==> src/rtl/rtc_bus_ctrl.sv <==
// rtc_bus_ctrl: sequences one RTC register access on a multiplexed AD bus.
// The address phase comes first, then a CS_n-high gap, then the data phase
// (write or read). One further request can wait in a single-entry buffer.
// Every output is a flop. Output values are decoded from the state being
// entered, so they line up with the state register.
//
// Handshake: a request is the first cycle after a registered rising edge of
// Acceso. Mod, Dir and Dato_in are captured on that same edge. FRW pulses for
// one cycle when a transaction or the power-up delay completes. Overrun pulses
// for one cycle when a request arrives while the buffer is already full.
module rtc_bus_ctrl #(
  parameter int T_STB  = 4,
  parameter int T_GAP  = 2,
  parameter int T_INIT = 16
) (
  input  logic       CLK,
  input  logic       RST,
  input  logic       Acceso,
  input  logic       Mod,
  input  logic [7:0] Dir,
  input  logic [7:0] Dato_in,
  output logic       FRW,
  output logic [7:0] Dato_out,
  output logic       Busy,
  output logic       Overrun,
  output logic       CS_n,
  output logic       RD_n,
  output logic       WR_n,
  output logic       AD,
  output logic [7:0] bus_out,
  output logic       bus_oe,
  input  logic [7:0] bus_in,
  output logic [3:0] dbg_state
);

  typedef enum logic [3:0] {
    S_INIT, S_IDLE, S_A_SET, S_A_STB, S_A_HLD,
    S_GAP, S_D_SET, S_D_STB, S_D_HLD, S_DONE
  } state_t;

  // The counter is 8 bits wide so that it can also time INIT (up to 255 cycles).
  localparam logic [7:0] STB_M1  = 8'(T_STB - 1);
  localparam logic [7:0] GAP_M1  = 8'(T_GAP - 1);
  localparam logic [7:0] INIT_M1 = 8'(T_INIT - 1);

  state_t     state, nxt;
  logic [7:0] cnt;
  logic       acc_q1, acc_q2, req;
  logic       s_mod, cur_mod, pend_mod, n_mod;
  logic [7:0] s_dir, cur_dir, pend_dir, n_dir;
  logic [7:0] s_din, cur_din, pend_din, n_din;
  logic       pend_v, start_pend, start_new;

  assign req       = acc_q1 & ~acc_q2;
  assign dbg_state = state;

  // Register Acceso twice for edge detection, and capture the request fields
  // on the same edge that captures Acceso.
  always_ff @(posedge CLK or negedge RST) begin
    if (!RST) begin
      acc_q1 <= 1'b0;
      acc_q2 <= 1'b0;
      s_mod  <= 1'b0;
      s_dir  <= 8'h00;
      s_din  <= 8'h00;
    end else begin
      acc_q1 <= Acceso;
      acc_q2 <= acc_q1;
      s_mod  <= Mod;
      s_dir  <= Dir;
      s_din  <= Dato_in;
    end
  end

  // Next-state decode. A buffered request is served before a fresh one.
  always_comb begin
    nxt        = state;
    start_pend = 1'b0;
    start_new  = 1'b0;
    case (state)
      S_INIT:  if (cnt == INIT_M1) nxt = S_DONE;
      S_IDLE: begin
        if (pend_v) begin
          nxt        = S_A_SET;
          start_pend = 1'b1;
        end else if (req) begin
          nxt       = S_A_SET;
          start_new = 1'b1;
        end
      end
      S_A_SET: nxt = S_A_STB;
      S_A_STB: if (cnt == STB_M1) nxt = S_A_HLD;
      S_A_HLD: nxt = S_GAP;
      S_GAP:   if (cnt == GAP_M1) nxt = S_D_SET;
      S_D_SET: nxt = S_D_STB;
      S_D_STB: if (cnt == STB_M1) nxt = S_D_HLD;
      S_D_HLD: nxt = S_DONE;
      S_DONE: begin
        if (pend_v) begin
          nxt        = S_A_SET;
          start_pend = 1'b1;
        end else begin
          nxt = S_IDLE;
        end
      end
      default: nxt = S_INIT;
    endcase
    n_mod = start_pend ? pend_mod : (start_new ? s_mod : cur_mod);
    n_dir = start_pend ? pend_dir : (start_new ? s_dir : cur_dir);
    n_din = start_pend ? pend_din : (start_new ? s_din : cur_din);
  end

  // FSM state, phase counter, current transaction and all registered outputs.
  // Reset is asynchronous, so the strobes release immediately.
  always_ff @(posedge CLK or negedge RST) begin
    if (!RST) begin
      state    <= S_INIT;
      cnt      <= 8'h00;
      cur_mod  <= 1'b0;
      cur_dir  <= 8'h00;
      cur_din  <= 8'h00;
      CS_n     <= 1'b1;
      RD_n     <= 1'b1;
      WR_n     <= 1'b1;
      AD       <= 1'b1;
      bus_oe   <= 1'b0;
      bus_out  <= 8'h00;
      Dato_out <= 8'h00;
      FRW      <= 1'b0;
      Busy     <= 1'b1;
      Overrun  <= 1'b0;
    end else begin
      state   <= nxt;
      cnt     <= (nxt != state) ? 8'h00 : cnt + 8'h01;
      cur_mod <= n_mod;
      cur_dir <= n_dir;
      cur_din <= n_din;
      Busy    <= (nxt != S_IDLE);
      FRW     <= (nxt == S_DONE);
      Overrun <= req && pend_v && (state != S_IDLE);
      CS_n    <= 1'b1;
      RD_n    <= 1'b1;
      WR_n    <= 1'b1;
      AD      <= 1'b1;
      bus_oe  <= 1'b0;
      bus_out <= 8'h00;
      case (nxt)
        S_A_SET, S_A_STB, S_A_HLD: begin
          CS_n    <= 1'b0;
          AD      <= 1'b0;
          bus_oe  <= 1'b1;
          bus_out <= n_dir;
          if (nxt == S_A_STB) WR_n <= 1'b0;
        end
        S_D_SET, S_D_STB, S_D_HLD: begin
          CS_n    <= 1'b0;
          bus_oe  <= n_mod;
          bus_out <= n_din;
          if (nxt == S_D_STB) begin
            if (n_mod) WR_n <= 1'b0;
            else       RD_n <= 1'b0;
          end
        end
        default: ;
      endcase
      // Read data is captured on the edge that ends the last read strobe cycle.
      if (state == S_D_STB && nxt == S_D_HLD && !cur_mod) Dato_out <= bus_in;
    end
  end

  // One-deep pending buffer. It fills outside IDLE and is consumed on entry
  // to A_SET. When it is full, a new request is dropped and Overrun pulses.
  always_ff @(posedge CLK or negedge RST) begin
    if (!RST) begin
      pend_v   <= 1'b0;
      pend_mod <= 1'b0;
      pend_dir <= 8'h00;
      pend_din <= 8'h00;
    end else if (state == S_IDLE) begin
      if (pend_v) begin
        pend_v <= req;
        if (req) begin
          pend_mod <= s_mod;
          pend_dir <= s_dir;
          pend_din <= s_din;
        end
      end
    end else if (req && !pend_v) begin
      pend_v   <= 1'b1;
      pend_mod <= s_mod;
      pend_dir <= s_dir;
      pend_din <= s_din;
    end else if (state == S_DONE && pend_v) begin
      pend_v <= 1'b0;
    end
  end

endmodule
==> config.mk <==
export PLATFORM = sky130hd
export DESIGN_NAME = rtc_bus_ctrl
export DESIGN_NICKNAME = d
export VERILOG_FILES = /design/src/rtl/rtc_bus_ctrl.sv
export SDC_FILE = /design/constraint.sdc
export NUM_CORES = 1
export LEC_CHECK = 0
export ABC_AREA = 1
export CAP_MARGIN = 10
export CORE_MARGIN = 2
export CORE_UTILIZATION = 30
export CTS_CLUSTER_DIAMETER = 200
export DETAILED_ROUTE_END_ITERATION = 7
export GPL_TIMING_DRIVEN = 0
export SLEW_MARGIN = 0
export SYNTH_ARGS = -nofsm -noshare
export SYNTH_HDL_FRONTEND = slang
export SYNTH_SLANG_ARGS = --single-unit
==> constraint.sdc <==
create_clock -name CLK -period 4 [get_ports CLK]
set_input_delay 0.4 -clock CLK [delete_from_list [all_inputs] [get_ports CLK]]
set_output_delay 0.4 -clock CLK [all_outputs]
set_load 0.01 [all_outputs]
==> flow_metrics.py <==
metrics = {
    "logic_synthesis": {
        "synth_top_area_cell": "dfrtp_1",
        "avgSynthCellArea_um2": 9.65,
        "syn_nets": 424,
        "yosysWarnings": 0,
        "synth-edff-count": 0,
        "synth-seq-area-share_pct": 59.4,
        "yosys.area.top_type_share_pct": 55.9,
        "yosysUniqueCellTypes": 35,
        "synthCells": 394,
        "ys_async_sr_fraction_pct": 100,
        "synth_area_um2": 3800,
        "synth-main-ff-cell": "dfrtp_1",
        "ys_ff_latch": 90,
        "synthTopCellsByArea": "dfrtp_1 (56%), nand2_1 (7.7%), o21ai_0 (4.7%), inv_1 (4.7%), nor2_1 (4.7%)",
    },
    "critical_path": {
        "critPathArrivalTime_ns": 1.52,
        "worstPathRequired_ns": 3.60,
        "critPathBufInv": 1,
        "crit_path_end_kind": "output port",
        "crit_family": "buffers and inverters",
        "cp_cell_sequence": "clkdlybuf4s50_1",
        "max_stage_delay_ns": 0.62,
        "crit_path_start_kind": "flop",
        "cp_max_fo": 7,
        "crit_slowest_cell": "clkdlybuf4s50_1",
        "crit_type": "reg2out",
    },
    "die": {
        "die-area_um2": 13600,
        "dieWidth_um": 117,
        "start_util_pct": 30.4,
        "core_um2": 12500,
        "ios": 56,
        "die_h_um": 117,
        "num_rows": 41,
    },
    "clocking": {
        "postCtsResizedCells": 0,
        "cts-root-buf": "clkbuf_16",
        "cts_setup_buffers": 0,
        "cts_made_buffers": 9,
        "tritoncts": "yes",
        "clk_pin_slew_worst_paths_ns": 0.06,
        "cts_hold_buffers": 1,
        "clockBufferDepth": 2,
        "clkSinkCount": 90,
        "ctsHtreeMaxLevel": 3,
        "clkLatencyLatePin_ns": 0.34,
    },
    "placement": {
        "dp_hpwl_um": 5480,
        "io_buffers": 55,
        "place_congestion": 0.840,
    },
    "timing": {
        "clock_skew_ns": 0.00545,
        "setup_viol": 0,
        "drv_slew": 0,
        "min_period_ns": 1.92,
        "fin_setup_tns_ns": 0,
        "rsz0062_at_grt": "no",
        "max_slew_margin_pct": 62.6,
        "clock.fmax_ghz": 0.521,
        "worst_pin_slew_ns": 0.561,
        "fin_crit_sh_pct": 48.0,
        "hold_viol_final": 0,
    },
    "drt": {
        "dr_wl_met2_um": 3800,
        "first_iter_violations": 175,
        "vias": 2814,
        "wl_met1_um": 3630,
        "detail_route.wl_per_cell_um": 12.4,
        "top_layer": "met4",
        "firstDrtPassIters": 4,
        "postRouteAntennaNets": 0,
        "detail_route.wirelength_um": 7950,
        "drc": 0,
        "wl_met3_um": 338,
        "viasPerCell": 4.40,
    },
    "power_and_ir_drop": {
        "ir_worst_vdd_v": 0.000237,
        "power-per-cell-area_nw_per_um2": 679,
        "power.leakage_nw": 2.28,
        "total_power_mw": 3.32,
    },
    "finish": {
        "final_layout_size_suffix_gt1_share_pct": 15.4,
        "area_growth_syn_to_layout_pct": 28.4,
        "diodes": 0,
        "mostFrequentLayoutCell": "dfrtp_1",
        "finalNetCount": 492,
        "final_util_pct": 39.0,
        "layout_common_cells": "dfrtp_1 (85), nand2_1 (78), clkdlybuf4s50_1 (54)",
    },
    "grt": {
        "grt-ovfl-total": 0,
        "grt_pass1_wl_um": 13300,
        "grt_usage_pct": 12.5,
        "grt_pass1_vias": 2748,
        "antenna_found_initial": 0,
        "grt_max_degree": 62,
    },
    "status": {
        "status": "finished clean",
    },
    "hold_path": {
        "worstHoldPathType": "reg2reg",
    },
    "run": {
        "maxCapViolCount": 0,
    },
}
## cells in the mapped netlist, drive strengths merged, types with 2 or more instances
cell / n
dfrtp: 85
nand2: 89
ha: 2
nand4: 3
inv: 52
xor2: 5
dfstp: 5
o22ai: 16
nand3: 13
o21ai: 45
nor2: 57
buf: 11
a21oi: 3
## cell type report
type / count / area (um^2)
Buffer: 12 / 97.6
Clock buffer: 11 / 243
Clock inverter: 5 / 37.5
Fill cell: 1270 / 7630
Inverter: 52 / 195
Multi-Input combinational cell: 240 / 1250
Sequential cell: 90 / 2260
Tap cell: 172 / 215
Timing Repair Buffer: 57 / 586
## stage by stage
stage	hold WS [ns]	setup WS [ns]	instances	instance area (um^2)
finish	0.407	2.08	639	4880
global route	0.430	2.05	639	4880
CTS	0.413	2.08	639	4880
detailed placement	0.355	2.22	622	4590
global placement	0.386	-0.621	621	4570
floorplan	0.104	2.43	394	3800
## report_power, final
part | switching [mW] | internal, mW
registers | 0.113 | 1.21
clock network | 0.346 | 0.441
logic | 0.730 | 0.477
total | 1.19 | 2.13
## path summary, 6_finish.rpt
check | from | endpoint | slack [ns] | cells after the start
max in group asynchronous | RST | Busy | 2.80 | 3
hold / removal | acc_q1 | acc_q2 | 0.41 | 0
min in group asynchronous | RST | s_dir[3] | 0.53 | 2
hold reg to reg | acc_q1 | acc_q2 | 0.41 | 0
setup / recovery | dbg_state[2] | dbg_state[2] | 2.08 | 1
setup reg to reg | dbg_state[2] | bus_out[4] | 2.22 | 6
## cells by family (layout without fill, tap and decap cells)
logic type	count (synthesis)	in the layout	synth area share, %
XOR/XNOR	6	6	1.38
AND/OR/NAND/NOR	164	164	19.8
multiplexers	1	1	0.263
AO/OA/AOI/OAI	67	67	10.9
flip-flops	90	90	59.4
buffers and inverters	64	137	7.70
adder cells (fa/ha/maj)	2	2	0.658
## routing by layer
layer | vias up | global-route usage, %
met5 | - | 0
met4 | 0 | 5.65
met3 | 13 | 2.28
met2 | 63 | 19.8
met1 | 1356 | 16.8
li1 | 1382 | -
## flip-flops by register name, indices dropped and copies added, names as in the netlist, 4 cells and up
signal	count
bus_out	8
s_dir	8
cur_dir	8
cnt	8
s_din	8
pend_dir	8
Dato_out	8
dbg_state	4
pend_din	8
cur_din	8
Power figures use the tool's default switching activity.
